File: config.mk
export PLATFORM = sky130hd
export DESIGN_NAME = hs_upload_reader
export DESIGN_NICKNAME = d
export VERILOG_FILES = /design/src/rtl/hs_upload_reader.sv
export SDC_FILE = /design/constraint.sdc
export NUM_CORES = 1
export LEC_CHECK = 0
export CORE_ASPECT_RATIO = 1.2
export CORE_MARGIN = 5
export CORE_UTILIZATION = 50
export CTS_CLUSTER_DIAMETER = 50
export DETAILED_ROUTE_END_ITERATION = 10
export PLACE_DENSITY_LB_ADDON = 0.08
export SLEW_MARGIN = 30
export SYNTH_ARGS = -nofsm -noshare
export SYNTH_HDL_FRONTEND = slang
export SYNTH_SLANG_ARGS = --single-unit
File: constraint.sdc
create_clock -name clk_sys -period 6 [get_ports clk_sys]
set_input_delay 0.6 -clock clk_sys [delete_from_list [all_inputs] [get_ports clk_sys]]
set_output_delay 0.6 -clock clk_sys [all_outputs]
set_load 0.05 [all_outputs]
File: src/rtl/hs_upload_reader.sv
`default_nettype none
// ----------------------------------------------------------------------------
// hs_upload_reader: answers HPS upload reads from work RAM via a region table
// Rev 1.0
// ----------------------------------------------------------------------------
module hs_upload_reader #(
  parameter int ADDR_W    = 11,
  parameter int MAX_REG   = 4,
  parameter int CFG_INDEX = 3,
  parameter int UP_INDEX  = 4,
  parameter int RAM_LAT   = 1
) (
  input  logic              clk_sys,
  input  logic              reset_n,
  input  logic              ioctl_download,
  input  logic              ioctl_upload,
  input  logic [7:0]        ioctl_index,
  input  logic              ioctl_wr,
  input  logic              ioctl_rd,
  input  logic [24:0]       ioctl_addr,
  input  logic [7:0]        ioctl_dout,
  output logic [7:0]        ioctl_din,
  output logic              ioctl_wait,
  input  logic              paused,
  output logic              pause_req,
  output logic [ADDR_W-1:0] ram_addr,
  output logic              ram_rd,
  input  logic [7:0]        ram_data,
  output logic              configured
);

  localparam int IDX_W = (MAX_REG > 1) ? $clog2(MAX_REG) : 1;

  typedef enum logic [2:0] {
    S_IDLE, S_CALC, S_REQ, S_WAIT_PAUSE, S_READY, S_MAP, S_RDWAIT, S_DONE
  } state_t;

  state_t            state_q;
  logic [ADDR_W-1:0] start_q [MAX_REG];
  logic [15:0]       len_q   [MAX_REG];
  logic [17:0]       cum_q   [MAX_REG];
  logic [17:0]       total_q;
  logic [17:0]       acc_q;
  logic              term_q;
  logic [IDX_W-1:0]  calc_idx_q;
  logic              cfg_dl_q;
  logic              miss_q;
  logic              pause_lost_q;
  logic [1:0]        lat_cnt_q;
  logic [7:0]        din_q;
  logic              wait_q;
  logic              pause_req_q;
  logic [ADDR_W-1:0] ram_addr_q;
  logic              ram_rd_q;
  logic              configured_q;

  logic              w_cfg_dl;
  logic              w_cfg_fall;
  logic              w_cfg_wr;
  logic              w_up_sel;
  logic [IDX_W-1:0]  w_wr_idx;
  logic [15:0]       w_calc_len;
  logic              w_hit;
  logic [ADDR_W-1:0] w_map_addr;
  logic [17:0]       w_off;
  logic              w_lost;
  logic              w_active;

  always_comb begin
    w_cfg_dl   = ioctl_download && (ioctl_index == 8'(CFG_INDEX));
    w_cfg_fall = cfg_dl_q && !w_cfg_dl;
    w_cfg_wr   = w_cfg_dl && ioctl_wr && (ioctl_addr < 25'(4 * MAX_REG));
    w_up_sel   = ioctl_upload && (ioctl_index == 8'(UP_INDEX));
    w_wr_idx   = ioctl_addr[IDX_W+1:2];
    w_calc_len = (term_q || (len_q[calc_idx_q] == 16'd0)) ? 16'd0 : len_q[calc_idx_q];
    w_lost     = pause_lost_q || !paused;
    w_active   = (state_q == S_REQ) || (state_q == S_WAIT_PAUSE) || (state_q == S_READY) ||
                 (state_q == S_MAP) || (state_q == S_RDWAIT);
  end

  // Region lookup straight from the request address so ram_rd can be registered for MAP.
  always_comb begin
    w_hit      = 1'b0;
    w_map_addr = '0;
    w_off      = '0;
    for (int k = 0; k < MAX_REG; k++) begin
      w_off = ioctl_addr[17:0] - cum_q[k];
      if (!w_hit && (ioctl_addr < 25'(total_q)) && (ioctl_addr[17:0] >= cum_q[k]) &&
          (w_off < 18'(len_q[k]))) begin
        w_hit      = 1'b1;
        w_map_addr = start_q[k] + w_off[ADDR_W-1:0];
      end
    end
  end

  always_ff @(posedge clk_sys) begin
    if (!reset_n) begin
      state_q      <= S_IDLE;
      for (int i = 0; i < MAX_REG; i++) begin
        start_q[i] <= '0;
        len_q[i]   <= '0;
        cum_q[i]   <= '0;
      end
      total_q      <= '0;
      acc_q        <= '0;
      term_q       <= 1'b0;
      calc_idx_q   <= '0;
      cfg_dl_q     <= 1'b0;
      miss_q       <= 1'b0;
      pause_lost_q <= 1'b0;
      lat_cnt_q    <= '0;
      din_q        <= '0;
      wait_q       <= 1'b0;
      pause_req_q  <= 1'b0;
      ram_addr_q   <= '0;
      ram_rd_q     <= 1'b0;
      configured_q <= 1'b0;
    end else begin
      cfg_dl_q <= w_cfg_dl;
      ram_rd_q <= 1'b0;
      if (w_active && !ioctl_upload) begin
        state_q     <= S_DONE;
        pause_req_q <= 1'b0;
        wait_q      <= 1'b0;
      end else begin
        case (state_q)
          S_IDLE: begin
            if (w_cfg_wr) begin
              case (ioctl_addr[1:0])
                2'd0: start_q[w_wr_idx] <= (ADDR_W'(ioctl_dout) << 8) |
                                           (start_q[w_wr_idx] & ADDR_W'(8'hFF));
                2'd1: start_q[w_wr_idx] <= (start_q[w_wr_idx] & ~ADDR_W'(8'hFF)) |
                                           ADDR_W'(ioctl_dout);
                2'd2: len_q[w_wr_idx]   <= {ioctl_dout, len_q[w_wr_idx][7:0]};
                default: len_q[w_wr_idx] <= {len_q[w_wr_idx][15:8], ioctl_dout};
              endcase
            end
            if (w_cfg_fall) begin
              state_q      <= S_CALC;
              calc_idx_q   <= '0;
              acc_q        <= '0;
              term_q       <= 1'b0;
              configured_q <= 1'b0;
            end else if (w_up_sel && configured_q) begin
              state_q     <= S_REQ;
              pause_req_q <= 1'b1;
              wait_q      <= 1'b1;
            end else if (w_up_sel && ioctl_rd) begin
              din_q <= 8'hFF;
            end
          end
          // Entries from the first zero length onward are zeroed so lookups never hit them.
          S_CALC: begin
            cum_q[calc_idx_q] <= acc_q;
            len_q[calc_idx_q] <= w_calc_len;
            acc_q             <= acc_q + 18'(w_calc_len);
            if (w_calc_len == 16'd0) term_q <= 1'b1;
            if (calc_idx_q == IDX_W'(MAX_REG - 1)) begin
              total_q      <= acc_q + 18'(w_calc_len);
              configured_q <= (len_q[0] != 16'd0);
              state_q      <= S_IDLE;
            end else begin
              calc_idx_q <= calc_idx_q + IDX_W'(1);
            end
          end
          S_REQ: state_q <= S_WAIT_PAUSE;
          S_WAIT_PAUSE: begin
            if (paused) begin
              state_q <= S_READY;
              wait_q  <= 1'b0;
            end
          end
          S_READY: begin
            if (!paused) begin
              state_q <= S_WAIT_PAUSE;
              wait_q  <= 1'b1;
            end else if (ioctl_rd) begin
              state_q      <= S_MAP;
              wait_q       <= 1'b1;
              pause_lost_q <= 1'b0;
              miss_q       <= !w_hit;
              if (w_hit) begin
                ram_rd_q   <= 1'b1;
                ram_addr_q <= w_map_addr;
              end
            end
          end
          S_MAP: begin
            if (miss_q) begin
              din_q   <= 8'hFF;
              state_q <= w_lost ? S_WAIT_PAUSE : S_READY;
              wait_q  <= w_lost;
            end else begin
              lat_cnt_q    <= 2'(RAM_LAT - 1);
              pause_lost_q <= w_lost;
              state_q      <= S_RDWAIT;
            end
          end
          S_RDWAIT: begin
            if (lat_cnt_q == 2'd0) begin
              din_q   <= ram_data;
              state_q <= w_lost ? S_WAIT_PAUSE : S_READY;
              wait_q  <= w_lost;
            end else begin
              lat_cnt_q    <= lat_cnt_q - 2'd1;
              pause_lost_q <= w_lost;
            end
          end
          default: begin
            pause_req_q <= 1'b0;
            wait_q      <= 1'b0;
            state_q     <= S_IDLE;
          end
        endcase
      end
    end
  end

  assign ioctl_din  = din_q;
  assign ioctl_wait = wait_q;
  assign pause_req  = pause_req_q;
  assign ram_addr   = ram_addr_q;
  assign ram_rd     = ram_rd_q;
  assign configured = configured_q;

endmodule
`default_nettype wire

# Word level (Yosys, flattened, before mapping)
# Memories as Yosys holds them, arrays and structs flattened. A register that Yosys moved wholly into a read port is not among the register bits.
# Index checks and enable logic that the tools add are counted.
[word_totals]
wordCells = 251
inputBits = 56
memories = 3
out_inout_bits = 23
ff_bits = 70
mem_bits_rw = 180
[op_classes]
n_addsub = 11
bitwise = 12
n_reduce_logical = 66
muxes = 100
n_eq_ne = 34
n_lt_le_gt_ge = 10
[memory_table]
columns = ["memory", "words", "word_bits", "read_ports", "rd_clocked_by_memory_dff", "write_ports", "line", "text"]
rows = [
  ["cum_q", 4, 18, 4, 0, 4, "41", "logic [17:0] cum_q [MAX_REG];"],
  ["len_q", 4, 16, 5, 1, 4, "40", "logic [15:0] len_q [MAX_REG];"],
  ["start_q", 4, 11, 5, 0, 4, "39", "logic [ADDR_W-1:0] start_q [MAX_REG];"],
]
[ops]
columns = ["op", "n"]
rows = [
  [">= comparator 18 bit", 4],
  ["less-than comparator 18 x 16 -> 1 bit", 4],
  ["subtractor 18 bit", 4],
  ["2-to-1 mux 11 bit", 6],
  ["2-to-1 mux 8 bit", 7],
  ["2-to-1 mux 1 bit", 50],
  ["2-to-1 mux 16 bit", 3],
  ["adder 11 bit", 4],
  ["2-to-1 mux 18 bit", 2],
  ["case mux 18 bit (2 select lines)", 1],
  ["zero test 16 bit", 2],
  ["OR reduction 16 bit", 2],
  ["2-to-1 mux 3 bit", 10],
  ["inequality test 2 bit (second input constant)", 14],
  ["less-than comparator 25 x 18 -> 1 bit", 1],
  ["less-than comparator 25 x 5 -> 1 bit (second input constant)", 1],
  ["2-to-1 mux 2 bit", 12],
  ["case mux 8 bit (3 select lines)", 1],
  ["OR 11 x 8 -> 11 bit", 2],
  ["case mux 3 bit (7 select lines)", 1],
  ["AND reduction 4 bit", 5],
  ["logical AND 1 bit", 19],
  ["adder 18 x 16 -> 18 bit", 1],
  ["OR reduction 18 bit", 1],
  ["other kinds (39)", 76],
]

# Logic depth before layout (Yosys ltp)
[depth]
ltp_word = 20
ltp_mapped = 25
mapped_depth_nobuf = 23

# Worst setup path after synthesis
# No wires, ideal clock.
[synth_timing]
path_type = "in2reg"
startpoint = "in ioctl_addr[0]"
endpoint = "reg ram_addr_q[6] (netlist: ram_addr[6])"
setup_ns = 0.122
required_ns = 5.878
cell_stages = 23
slack_ns = 0.847
t_arrival_ns = 5.031
n_path_buf = 3
path_cell_list = "clkbuf_1 > inv_2 > ha_1 > fa_1 > nor2b_1 > o31a_1 > o211a_1 > o21ai_0 > nand2b_1 > a31oi_1 > xnor2_1 > ha_1 > a21o_1 > a21o_1 > a21oi_1 > nor2b_1 > a2111oi_0 > and2_1 > buf_4 > nor2_1 > buf_2 > a221o_2 > o311a_1"
[synth_between]
elab_chain_cells = 20
elab_cells_between_ends = 40
[synth_lines]
columns = ["item", "line", "text"]
rows = [
  ["from (decl)", "20", "input logic [24:0] ioctl_addr,"],
  ["subtractor 18 bit, or another cell as far along", "87", "w_off = ioctl_addr[17:0] - cum_q[k];"],
  ["less-than comparator 18 x 16 -> 1 bit or logical AND 1 bit (tied branches)", "89, 88", ""],
  ["logical AND 1 bit", "88", "if (!w_hit && (ioctl_addr < 25'(total_q)) && (ioctl_addr[17:0] >= cum_q[k]) &&"],
  ["2-to-1 mux 1 bit", "88", ""],
  ["zero test 1 bit", "88", ""],
  ["logical AND 1 bit (3 in a row)", "88", ""],
  ["2-to-1 mux 1 bit", "88", ""],
  ["zero test 1 bit", "88", ""],
  ["logical AND 1 bit (3 in a row)", "88", ""],
  ["2-to-1 mux 1 bit", "88", ""],
  ["zero test 1 bit", "88", ""],
  ["logical AND 1 bit (3 in a row)", "88", ""],
  ["2-to-1 mux 1 bit", "88", ""],
  ["AND reduction 5 bit (no line)", "--", ""],
  ["to (signal assigned)", "184", "ram_addr_q <= w_map_addr;"],
  ["to (decl)", "53", "logic [ADDR_W-1:0] ram_addr_q;"],
]
# Parallel ways exist; a longest one is shown, timed or not.
# A chain may end at the register's enable or synchronous reset.

# Worst setup path after layout
[layout_timing]
startpoint = "in ioctl_addr[2]"
endpoint = "reg miss_q"
[layout_between]
elab_chain_cells = 20
elab_cells_between_ends = 32
[layout_lines]
columns = ["item", "line", "text"]
rows = [
  ["subtractor 18 bit, or another cell as far along", "87", ""],
  ["less-than comparator 18 x 16 -> 1 bit or logical AND 1 bit (tied branches)", "89, 88", ""],
  ["logical AND 1 bit", "88", ""],
  ["2-to-1 mux 1 bit", "88", ""],
  ["zero test 1 bit", "88", ""],
  ["logical AND 1 bit (3 in a row)", "88", ""],
  ["2-to-1 mux 1 bit", "88", ""],
  ["zero test 1 bit", "88", ""],
  ["logical AND 1 bit (3 in a row)", "88", ""],
  ["2-to-1 mux 1 bit", "88", ""],
  ["zero test 1 bit", "88", ""],
  ["logical AND 1 bit (3 in a row)", "88", ""],
  ["2-to-1 mux 1 bit *", "88", ""],
  ["zero test 1 bit *", "181", "miss_q <= !w_hit;"],
  ["to (signal assigned)", "181", ""],
  ["to (decl)", "47", "logic miss_q;"],
]
# Mark *: on every way between the ends. The rest lies on a longest branch, timed or not.

==> out/results.tsv <==
metric	value	unit
grt_pass1_vias	15800	
worst_setup_path_start_kind	primary input	
cts_resized	0	
synthCells	1993	
synthFlopType	edfxtp_1	
post_drt_via_cell_ratio	6.02	
met1Wirelength	25.2	mm
maxSlewHeadroom	39.7	%
cts_hold_repair.buffers	0	
outcome	finished clean	
syn_nets	2265	
cts_root_buffer	clkbuf_16	
p_leak	9.11	nW
syn-cell-area	0.0186	sq mm
tightest_slew	0.901	ns
yosys_register_bits	252	
grt-ovfl-total	0	
clkTransAtPathRegs	0.06	ns
grt_antenna_before_repair	0	
finalSetupViolCount	0	
dp_hpwl	50.3	mm
final_antenna_net_count	0	
synthArstFlopShare	0	%
period_minus_slack	5.47	ns
maxSlewViolCount	0	
fin_setup_tns	0	ns
dr_wl_met3	4.07	mm
p_per_area	308	mW/mm^2
cts.sinks	252	
yosysSeqAreaShare	36.9	%
cp.required	6.48	ns
grt_max_degree	45	
timing.final.crit_share	91.1	%
drt_iter0_drc	1476	
portBuffers	78	
first_pass_iters	5	
rows	77	
place_inst	2552	
holdCritPathClass	reg -> reg	
arrival	5.95	ns
die_w	186	um
path_class	in -> reg	
drc_errors	0	
die-area	0.0411	sq mm
drive_gt1_share	8.59	%
vias	15700	
grt_first_pass_wirelength	93.3	mm
max_freq	0.183	GHz
ys_warn_count	0	
routabilityCongestion	0.979	
syn_to_final_growth	15.5	%
numCtsBuffers	36	
routed_wl	62.4	mm
cts_buffer_depth	3	
end_kind	register	
hold_viol	0	
ys_types	89	
synth-edff-count	180	
nets	2388	
cts_tree	yes	
top_layer	met4	
die_h	221	um
antenna_cells	0	
postCtsSetupBuffers	0	
cts-htree-levels	2	
rsz0062_at_grt	no	
final_cell_mix	nor2_1 (216), inv_1 (216), ha_1 (207)	
io_pins	79	
critical_path.max_fanout	15	
avgSynthCellArea	9.31	sq um
cap_violations	0	
grt_usage	30.0	%
fin_cells	2617	
ir_worst_vdd	0.187	mV
initial_core_util	50.4	%
worst_clock_skew	0.0285	ns
insertion_delay	0.55	ns
coreArea	0.0368	sq mm
routedWlPerCell	23.8	um
wl_met2	29.5	mm
## kinds of logic (layout without fill, tap and decap cells)
family          count (synthesis)  count (layout)  synth area share, %
simple gates                  642             642                 17.0
compound gates                462             462                 16.4
buf+inv                       276             426                 5.68
flops                         252             252                 36.9
fa+ha+maj                     216             216                 14.9
xor+xnor                      101             101                 4.85
mux                            44              44                 4.21
## synth_stat cells (19+ instances only)
cell,instances,area (sq um)
nand2_1,122,458
clkbuf_1,48,180
edfxtp_1,180,5410
inv_1,216,811
a21oi_1,154,771
xnor2_1,68,596
a21o_1,44,330
and3_1,47,294
nor2b_1,43,269
a22oi_1,19,143
o21ai_0,67,335
nor2_1,218,818
o21a_1,24,180
ha_1,207,2590
nor3_1,31,155
mux4_2,27,608
nand2b_1,29,181
and2_1,44,275
xor2_1,32,280
nand3_1,35,175
dfxtp_1,72,1440
## layout make-up
class,instances,area [sq um]
clock buffers,39,933
inverters,218,818
multi-input cells,1465,10700
fillers,3296,15400
repair buffers,143,1290
well taps,474,593
clock inverters,26,256
flip-flops and latches,252,6850
## worst max-delay path: stages
cell             delay [ns]
clkdlybuf4s50_1        0.70
ha_1                   0.51
o21a_1                 0.20
o31a_1                 0.14
o31a_1                 0.35
nor2_1                 0.17
nor2b_1                0.07
o21ai_0                0.14
nand2b_1               0.08
xor2_1                 0.14
ha_1                   0.30
a21o_1                 0.17
a21o_1                 0.18
a21o_1                 0.17
a21oi_1                0.15
nor2b_1                0.06
a2111oi_0              0.42
buf_4                  0.21
and2_1                 0.14
nor2_1                 0.11
o41ai_4                0.36
buf_4                  0.29
buf_12                 0.14
o211a_1                0.14
## state kept, by name, summed over array words and instances, names as in the netlist, 2 cells and up, named ones only
register    cells
lat_cnt_q       2
ram_addr       11
len_q          64
acc_q          18
start_q        44
ioctl_din       8
state_q         3
cum_q          72
calc_idx_q      2
total_q        18
## report_power, final
| part | switching (mW) | leakage (nW) | internal, mW |
|---|---|---|---|
| clock network | 0.875 | 0.583 | 1.28 |
| registers | 0.173 | 2.44 | 2.02 |
| logic | 1.37 | 6.09 | 0.886 |
## metal layers
metal | GRT usage, % | up-vias
met5 | 0 | -
met3 | 4.76 | 172
li1 | - | 7419
met4 | 14.1 | 0
met2 | 49.7 | 622
met1 | 38.2 | 7536
## metrics by stage
step	total power, mW	hold WS [ns]	cell area (sq um)	worst slack (ns)	util, %
final	6.60	0.453	21400	0.531	58.2
after global placement	4.42	0.441	20200	0.172	55.0
after global routing	6.92	0.470	21400	0.102	58.2
after detailed placement	4.44	0.448	20200	0.0622	55.0
after floorplan	3.65	0.432	18600	0.847	-
after CTS	6.59	0.456	21400	0.620	58.2
## worst paths after layout
kind	slack (ns)	cells after the start	from	to
worst max-delay path	0.53	24	ioctl_addr[2]	miss_q$_SDFFE_PN0P_
worst min-delay path	0.45	2	total_q[5]$_SDFFE_PN0P_	total_q[5]$_SDFFE_PN0P_
worst max register to register	0.53	18	register	total_q[17]$_SDFFE_PN0P_
worst min register to register	0.45	2	total_q[5]$_SDFFE_PN0P_	total_q[5]$_SDFFE_PN0P_
Power figures use the tool's default switching activity.
